[config.mk]
export PLATFORM = sky130hd
export DESIGN_NAME = intr_dispatch
export DESIGN_NICKNAME = d
export VERILOG_FILES = /design/src/rtl/intr_pkg.sv /design/src/rtl/intr_prio_enc.sv /design/src/rtl/intr_dispatch.sv
export SDC_FILE = /design/constraint.sdc
export NUM_CORES = 1
export LEC_CHECK = 0
export CAP_MARGIN = 25
export CORE_MARGIN = 1.5
export CORE_UTILIZATION = 30
export DETAILED_ROUTE_END_ITERATION = 12
export PLACE_DENSITY_LB_ADDON = 0.15
export SETUP_SLACK_MARGIN = 0.4
export SLEW_MARGIN = 5
export SYNTH_ARGS = -nofsm -noshare
export SYNTH_HDL_FRONTEND = slang
export SYNTH_SLANG_ARGS = --single-unit
[constraint.sdc]
create_clock -name clk -period 1.5 [get_ports clk]
set_clock_uncertainty 0.05 [all_clocks]
set_input_delay 0.15 -clock clk [delete_from_list [all_inputs] [get_ports clk]]
set_output_delay 0.15 -clock clk [all_outputs]
set_load 0.02 [all_outputs]
[src/rtl/intr_pkg.sv]
// Shared interrupt-controller definitions: dispatcher states, controller io map,
// source numbering and the default set of sources that need a clear write.
package intr_pkg;

  typedef enum logic [2:0] {
    ST_IDLE     = 3'd0,
    ST_RD_PEND  = 3'd1,
    ST_PRESENT  = 3'd2,
    ST_CLEAR    = 3'd3,
    ST_WAIT_EOI = 3'd4
  } intr_disp_state_t;

  localparam int unsigned INTR_NSRC = 5;

  localparam logic [3:0] INTR_PEND_ADDR   = 4'd0;
  localparam logic [3:0] INTR_STATUS_ADDR = 4'd1;
  localparam logic [3:0] INTR_ENABLE_ADDR = 4'd2;
  localparam logic [3:0] INTR_SET_ADDR    = 4'd4;
  localparam logic [3:0] INTR_CLR_ADDR    = 4'd5;

  localparam int unsigned SRC_UART  = 0;
  localparam int unsigned SRC_CLOCK = 1;
  localparam int unsigned SRC_TIMER = 2;
  localparam int unsigned SRC_SWI   = 3;
  localparam int unsigned SRC_SD    = 4;

  // Level sources (uart, sd) clear themselves when the device is serviced.
  localparam logic [INTR_NSRC-1:0] INTR_CLR_MASK = 5'b01110;

endpackage

[src/rtl/intr_prio_enc.sv]
// Combinational priority encoder: lowest-numbered asserted request wins.
// Shared with the CPU trap unit.
module intr_prio_enc #(
  parameter int NSRC = 5,
  parameter int IDXW = 3
) (
  input  logic [NSRC-1:0] req_i,
  output logic            any_o,
  output logic [IDXW-1:0] idx_o
);

  always_comb begin
    any_o = |req_i;
    idx_o = '0;
    // Scan downward so the lowest set bit is the last assignment.
    for (int i = NSRC - 1; i >= 0; i--) begin
      if (req_i[i]) idx_o = IDXW'(i);
    end
  end

endmodule

[src/rtl/intr_dispatch.sv]
// Interrupt dispatcher: reads the controller's pending register, offers the
// lowest pending source to the CPU, clears it if needed and waits for EOI.
// Optional event counters under INTR_DISPATCH_STATS_EN.
module intr_dispatch
  import intr_pkg::*;
#(
  parameter int                NSRC      = INTR_NSRC,
  parameter logic [3:0]        PEND_ADDR = INTR_PEND_ADDR,
  parameter logic [3:0]        CLR_ADDR  = INTR_CLR_ADDR,
  parameter logic [NSRC-1:0]   CLR_MASK  = INTR_CLR_MASK
) (
  input  logic        clk,
  input  logic        reset,
  input  logic        interrupt,
  input  logic        cpu_ie,
  output logic        io_req,
  input  logic        io_gnt,
  output logic        io_write,
  output logic [3:0]  io_addr,
  output logic [15:0] io_wdata,
  input  logic [15:0] io_rdata,
  output logic        irq_valid,
  output logic [2:0]  irq_vec,
  input  logic        irq_ready,
  input  logic        irq_eoi,
`ifdef INTR_DISPATCH_STATS_EN
  output logic [7:0]  spurious_count,
  output logic [15:0] dispatch_count,
`endif
  output logic        busy
);

  intr_disp_state_t state_q, state_d;
  logic [2:0]       src_q, src_d;
  logic             pend_any;
  logic [2:0]       pend_idx;
  logic             unused_rdata;

  assign unused_rdata = ^io_rdata[15:NSRC];

  intr_prio_enc #(.NSRC(NSRC), .IDXW(3)) u_enc (
    .req_i (io_rdata[NSRC-1:0]),
    .any_o (pend_any),
    .idx_o (pend_idx)
  );

  always_comb begin
    state_d = state_q;
    src_d   = src_q;
    unique case (state_q)
      ST_IDLE:     if (interrupt && cpu_ie) state_d = ST_RD_PEND;
      ST_RD_PEND: begin
        if (!cpu_ie) begin
          state_d = ST_IDLE;
        end else if (io_gnt) begin
          if (pend_any) begin
            src_d   = pend_idx;
            state_d = ST_PRESENT;
          end else begin
            state_d = ST_IDLE;
          end
        end
      end
      ST_PRESENT: begin
        // A completed handshake takes precedence over a same-cycle cpu_ie drop.
        if (irq_ready)   state_d = CLR_MASK[src_q] ? ST_CLEAR : ST_WAIT_EOI;
        else if (!cpu_ie) state_d = ST_IDLE;
      end
      ST_CLEAR:    if (io_gnt) state_d = irq_eoi ? ST_IDLE : ST_WAIT_EOI;
      ST_WAIT_EOI: if (irq_eoi) state_d = ST_IDLE;
      default:     state_d = ST_IDLE;
    endcase
  end

  always_ff @(posedge clk or negedge reset) begin
    if (!reset) begin
      state_q <= ST_IDLE;
      src_q   <= '0;
    end else begin
      state_q <= state_d;
      src_q   <= src_d;
    end
  end

  // Outputs decode the registered state so reset drops the bus at once.
  assign io_req    = (state_q == ST_RD_PEND) || (state_q == ST_CLEAR);
  assign io_write  = (state_q == ST_CLEAR) && io_gnt;
  assign io_addr   = (state_q == ST_RD_PEND) ? PEND_ADDR :
                     (state_q == ST_CLEAR)   ? CLR_ADDR  : 4'd0;
  assign io_wdata  = (state_q == ST_CLEAR) ? (16'h1 << src_q) : 16'h0;
  assign irq_valid = (state_q == ST_PRESENT);
  assign irq_vec   = src_q;
  assign busy      = (state_q != ST_IDLE);

`ifdef INTR_DISPATCH_STATS_EN
  logic [7:0]  spur_q;
  logic [15:0] disp_q;
  logic        spur_evt;

  assign spur_evt = (state_q == ST_RD_PEND) && cpu_ie && io_gnt && !pend_any;

  always_ff @(posedge clk or negedge reset) begin
    if (!reset) begin
      spur_q <= '0;
      disp_q <= '0;
    end else begin
      if (spur_evt && (spur_q != '1))              spur_q <= spur_q + 8'd1;
      if (irq_valid && irq_ready && (disp_q != '1)) disp_q <= disp_q + 16'd1;
    end
  end

  assign spurious_count = spur_q;
  assign dispatch_count = disp_q;
`endif

endmodule

==> flow_summary_export.csv, run 1 <==
group,metric,value,unit
outcome,status,"finished with violations",
outcome,violations,"setup timing",
route,dr_wl_met2,901,um
floorplanning,die_w,45.9,um
power,p_leak,0.000567,uW
route,num_vias,708,
layout,design_area,1270,um2
cts,insertion_delay,0.25,ns
worst_hold_path,hold_class,"primary input to async pin",
logic_synthesis,syn_inst,74,
timing,maxSlewViolCount,0,
layout,seqCellArea,154,um2
logic_synthesis,seq_area_frac_synth,0.271,
route,drc,0,
logic_synthesis,synthTopCellsByArea,"dfrtp_1, buf_4, nor2_1, nor2b_1, o21ai_0",
floorplanning,dieArea,2110,um2
route,totalWireLength,1850,um
timing,setup_viol,3,
logic_synthesis,syn_area,553,um2
worst_setup_path,required,1.30,ns
logic_synthesis,ys_warn_count,0,
layout,syn2layout_area_growth,129,%
power,vdd_drop_max,1.29,mV
timing,max_freq,657,MHz
route,viasPerCell,4.51,
worst_setup_path,crit_path_max_fanout,4,
grt,grt_usage,0.185,
cts,cts_num_sinks,6,
placement,pre_cts_ws,-0.251,ns
grt,grt_pass1_vias,632,
cts,postCtsHoldBufs,0,
logic_synthesis,avgSynthCellArea,7.47,um2
flow_run,max-cap-violations,0,
cts,cts_tree,"built",
placement,gp_congestion,0.784,
route,drt_pass1_iterations,4,
power,power,2190,uW
worst_setup_path,r2r_end,"state_q[1]",
timing,post-route-min-period,1.52,ns
timing,hold_viol,0,
grt,antenna_found_initial,0,
worst_setup_path,critPathLaunch,"state_q[2]",
floorplanning,io_pins,50,
placement,io_buffers,28,
power,power_density,1730,nW/um2
layout,multi_input_area,519,um2
cts,htree_levels,1,
worst_setup_path,rr_worst_depth,6,
grt,grt_pass1_wl,2820,um
layout,antennaDiodeCount,0,
worst_setup_path,cp-end-kind,"output port",
grt,grt_max_degree,9,
worst_setup_path,r2r_setup_slack,0.02,ns
floorplanning,core_area,1730,um2
cts,cts-root-buf,"clkbuf_4",
floorplanning,initial_utilization,0.320,
timing,rsz0062_at_grt,"yes",
worst_setup_path,arrival,1.32,ns
layout,utilization,0.735,
worst_setup_path,r2r-start,"state_q[2]",
route,dr.first_iter.drc_count,11,
timing,whs,0.0894,ns
logic_synthesis,yosysTopAreaCell,"dfrtp_1",
layout,nets,156,
layout,drive_gt1_frac,0.614,
worst_setup_path,start_kind,"flop",
placement,hpwl,1290,um
floorplanning,rows,15,
logic_synthesis,yosysUniqueCellTypes,25,
floorplanning,die_h,45.9,um
grt,grt_overflow_total,0,
logic_synthesis,ys_seq_elements,6,
route,wl_met1,816,um
worst_setup_path,crit_end,"io_wdata[0]",
route,wl_per_cell,11.8,um
logic_synthesis,yosysTopAreaCellShare,0.271,
timing,setup_slack,-0.0220,ns
layout,fill_cells,148,
worst_setup_path,critPathKind,"flop to output port",
route,dr_wl_met3,104,um
timing,period_share,1.01,
cts,numCtsBuffers,3,
route,routed.top_layer,"met4",
cts,cts.path.max_buffers,2,
route,ant_nets,0,
cts,clkSlewWorstSetupHoldPaths,0.04,ns
placement,place_area,1070,um2
flip-flops by register name, indices dropped and copies added (netlist names):
signal and cells:
state_q 3, irq_vec 3
power by group:
part           switching, uW  internal (uW)
clock                   61.9            101
sequential              75.2            241
combinational            795            918
critical path, cell delays in order (launching register included):
cell	delay [ns]
dfrtp_1	0.40
nor2b_4	0.13
and2_4	0.20
nand2b_4	0.09
nor3_4	0.12
buf_6	0.13
placed cells by master, fill, tap and decap left out, drive strengths merged, types with 2 or more instances in the layout:
| master | netlist | layout |
|---|---|---|
| a21oi | 2 | 2 |
| a31oi | 4 | 4 |
| buf | 11 | 46 |
| clkbuf | 1 | 4 |
| clkdlybuf4s50 | 0 | 8 |
| conb | 1 | 10 |
| dfrtp | 6 | 6 |
| dlygate4sd2 | 0 | 3 |
| inv | 3 | 3 |
| nand2 | 4 | 4 |
| nand2b | 4 | 4 |
| nand3 | 2 | 2 |
| nor2 | 10 | 10 |
| nor2b | 5 | 5 |
| nor3 | 3 | 3 |
| o21ai | 6 | 6 |
| o41ai | 2 | 2 |
cell usage after synthesis:
cell	instances
a211oi_1	1
a21oi_1	2
a31oi_1	4
and2_1	1
and3_1	1
and4bb_2	1
buf_4	11
clkbuf_1	1
conb_1	1
dfrtp_1	6
inv_1	3
mux2i_1	1
nand2_1	4
nand2b_1	4
nand3_1	2
nor2_1	10
nor2b_1	5
nor3_1	3
nor3b_1	1
o21a_1	1
o21ai_0	6
o21ba_2	1
o22ai_1	1
o41ai_1	2
or4_4	1
layer usage:
metal | vias up | track usage
li1 | 354 | -
met1 | 321 | 0.247
met2 | 29 | 0.283
met3 | 4 | 0.0556
met4 | 0 | 0.0629
met5 | - | 0
cell type report:
| cell class | count | area share |
|---|---|---|
| clock buffers | 4 | 0.0207 |
| repair buffers | 57 | 0.415 |
| multi-input cells | 62 | 0.409 |
| flip-flops and latches | 6 | 0.121 |
| inverters | 3 | 0.00888 |
| well taps | 25 | 0.0247 |
worst min-delay path by stage:
stage	startpoint	to	slack, ns
2_1_floorplan	reset	irq_vec[0]	-0.20
3_3_place_gp	reset	state_q[0]	0.35
3_5_place_dp	reset	state_q[0]	0.36
4_1_cts	reset	state_q[0]	0.1
5_1_grt	reset	state_q[0]	0.12
6_report	reset	state_q[0]	0.09
metrics by stage:
stage | instances | setup TNS, ns
6_report | 157 | -0.0433
5_1_grt | 157 | -0.456
3_3_place_gp | 146 | -2.39
4_1_cts | 154 | 0
3_5_place_dp | 146 | -2.66
2_1_floorplan | 83 | 0
what timing repair did:
| item | in CTS | in global routing |
|---|---|---|
| buffers inserted | 4 | 3 |
| pin swaps | 12 | 5 |
| cloned | 0 | 0 |
| setup endpoints to repair | 23 | 23 |
| gates resized for setup | 123 | 8 |
cell families after synthesis:
group                  Yosys count  share of synthesized area
AOI/OAI and AO/OA               18                      0.206
buffers and inverters           15                      0.176
DFF                              6                      0.271
muxes                            1                     0.0181
other                            1                    0.00678
and+or+nand+nor                 33                      0.321
Power figures use the tool's default switching activity.
==> inputs of run 2 (changes only) <==
--- a/config.mk
+++ b/config.mk
@@ -5,6 +5,7 @@
 export SDC_FILE = /design/constraint.sdc
 export NUM_CORES = 1
 export LEC_CHECK = 0
+export ABC_CLOCK_PERIOD_IN_PS = 1500
 export CAP_MARGIN = 25
 export CORE_MARGIN = 1.5
 export CORE_UTILIZATION = 30
==> results of run 2 <==
No change in the layout: final DEF, timing and power equal those of run 1.
==> inputs of run 3 (changes only) <==
--- a/config.mk
+++ b/config.mk
@@ -7,7 +7,6 @@
 export LEC_CHECK = 0
 export ABC_CLOCK_PERIOD_IN_PS = 1500
 export CAP_MARGIN = 25
-export CORE_MARGIN = 1.5
 export CORE_UTILIZATION = 30
 export DETAILED_ROUTE_END_ITERATION = 12
 export PLACE_DENSITY_LB_ADDON = 0.15
==> run 3 against run 2 <==
Compared with the run above:
- the run still ends with setup timing left
- power decreased by 7.9%
- first-iteration DRC count increased by 9.1%
- sequential power increased by 1%
- fmax decreased by 0.97%
- hold slack got worse by 0.0066 ns
- critical path depth unchanged
==> flow_summary_export.csv, run 3 (synthesis results as in run 1) <==
group,metric,value,unit
grt,grt_usage,0.216,
timing,whs,0.0828,ns
cts,cts-root-buf,"clkbuf_4",
layout,design_area,1210,um2
timing,maxSlewViolCount,0,
power,power_density,1670,nW/um2
floorplanning,rows,15,
power,p_clk_frac,0.081,
cts,clkSlewWorstSetupHoldPaths,0.05,ns
worst_setup_path,start_kind,"flop",
power,combPwrFrac,0.760,
grt,grt_max_degree,11,
grt,grt_pass1_wl,3060,um
outcome,status,"finished with violations",
timing,setup_slack,-0.0369,ns
cts,numCtsBuffers,3,
timing,post-route-min-period,1.54,ns
layout,nets,150,
layout,utilization,0.700,
grt,antenna_found_initial,0,
route,drt_pass1_iterations,4,
worst_setup_path,arrival,1.34,ns
timing,rsz0062_at_grt,"yes",
layout,syn2layout_area_growth,119,%
layout,antennaDiodeCount,0,
layout,drive_gt1_frac,0.587,
timing,period_share,1.02,
grt,grt_pass1_vias,657,
route,dr.first_iter.drc_count,12,
power,vdd_drop_max,1.01,mV
power,p_switching,899,uW
floorplanning,die_w,44.9,um
floorplanning,initial_utilization,0.320,
worst_setup_path,required,1.30,ns
placement,hpwl,1330,um
floorplanning,die_h,44.9,um
floorplanning,dieArea,2020,um2
floorplanning,core_area,1730,um2
route,totalWireLength,1840,um
worst_setup_path,crit_path_max_fanout,4,
timing,max_freq,651,MHz
cts,cts_tree,"built",
outcome,violations,"setup timing",
route,wl_per_cell,12.2,um
cts,cts.path.max_buffers,2,
timing,setup_viol,6,
placement,gp_congestion,0.795,
timing,hold_viol,0,
flow_run,max-cap-violations,0,
power,p_leak,0.000530,uW
layout,fill_cells,152,
layout,multi_input_area,510,um2
placement,io_buffers,28,
worst_setup_path,rr_worst_depth,6,
cts,htree_levels,1,
grt,grt_overflow_total,0,
layout,seqCellArea,154,um2
route,viasPerCell,4.54,
power,internal-power,1120,uW
route,num_vias,685,
power,netSwitchingFraction,0.445,
floorplanning,io_pins,50,
power,seq_power_share,0.159,
route,ant_nets,0,
placement,place_area,1070,um2
layout,mostFrequentLayoutCell,"buf_4",
layout,final_cell_mix,"buf_4, buf_6, conb_1, clkdlybuf4s50_1, o21ai_1",
worst_setup_path,critPathKind,"flop to output port",
cts,insertion_delay,0.25,ns
route,drc,0,
cts,cts_num_sinks,6,
worst_setup_path,cp-end-kind,"output port",
worst_hold_path,hold_class,"primary input to async pin",
[run 3: cell count changes in the layout (fill, tap and decap cells not counted)]
cell	previous run	this run
o21ba_2	0	1
nor2_1	2	3
buf_4	26	22
o21ai_0	1	0
dlygate4sd2_1	3	2
buf_6	20	18
clkdlybuf4s50_1	8	9
o21ai_1	4	5
nor2_2	4	3
o21ba_4	1	0
[run 3: stage by stage]
| stage | total power [uW] | worst slack (ns) | cells | TNS (ns) |
|---|---|---|---|---|
| after detailed placement | 1590 | -0.274 | 146 | -2.80 |
| final | 2020 | -0.0369 | 151 | -0.114 |
| after global routing | 2140 | -0.0965 | 151 | -0.660 |
| after floorplan | 1000 | 0.118 | 83 | 0 |
| after CTS | 1960 | -0.0230 | 151 | -0.0402 |
| after global placement | 1570 | -0.236 | 146 | -2.35 |
[run 3: timing repair]
| item | 4_1_cts | 5_1_grt |
|---|---|---|
| pin swaps | 7 | 0 |
| endpoints found under the hold margin | 0 | 0 |
| hold buffers | 0 | 0 |
| setup endpoints to repair | 23 | 23 |
| gates resized for setup | 124 | 3 |
| setup buffers | 1 | 0 |
[run 3: layer usage]
metal  part of all wire  vias up  GRT usage
li1                   -      344          -
met1               0.43      319      0.275
met2               0.52       20      0.359
met3              0.040        2     0.0480
met4             0.0076        0     0.0727
met5                  0        -          0
[run 3: critical path: stages, from the launching register on]
cell      delay (ns)
dfrtp_1         0.41
nor2b_4         0.13
and2_4          0.20
nand2b_4        0.09
nor3_4          0.12
buf_6           0.13
[run 3: area by class of cell]
type	count	area share
Timing Repair Buffer	51	0.393
Multi-Input combinational cell	62	0.422
Tap cell	25	0.0259
Inverter	3	0.00932
Sequential cell	6	0.127
Clock buffer	4	0.0217
[run 3: power by group through the flow]
stage	Clock [uW]	Sequential, uW	Combinational [uW]
2_1_floorplan	0	403	598
3_3_place_gp	0	302	1270
3_5_place_dp	0	305	1280
4_1_cts	167	310	1490
5_1_grt	177	328	1630
6_report	164	320	1540
[run 3: path summary, 6_finish.rpt]
path | startpoint | endpoint | slack, ns
min reg2reg | irq_vec[1] | irq_vec[1] | 0.54
min in group clk | io_rdata[1] | irq_vec[1] | 0.29
max in group asynchronous | reset | irq_vec[2] | 1.09
max reg2reg | state_q[2] | state_q[1] | -0.02
min | reset | state_q[0] | 0.08
max | state_q[2] | io_wdata[0] | -0.04
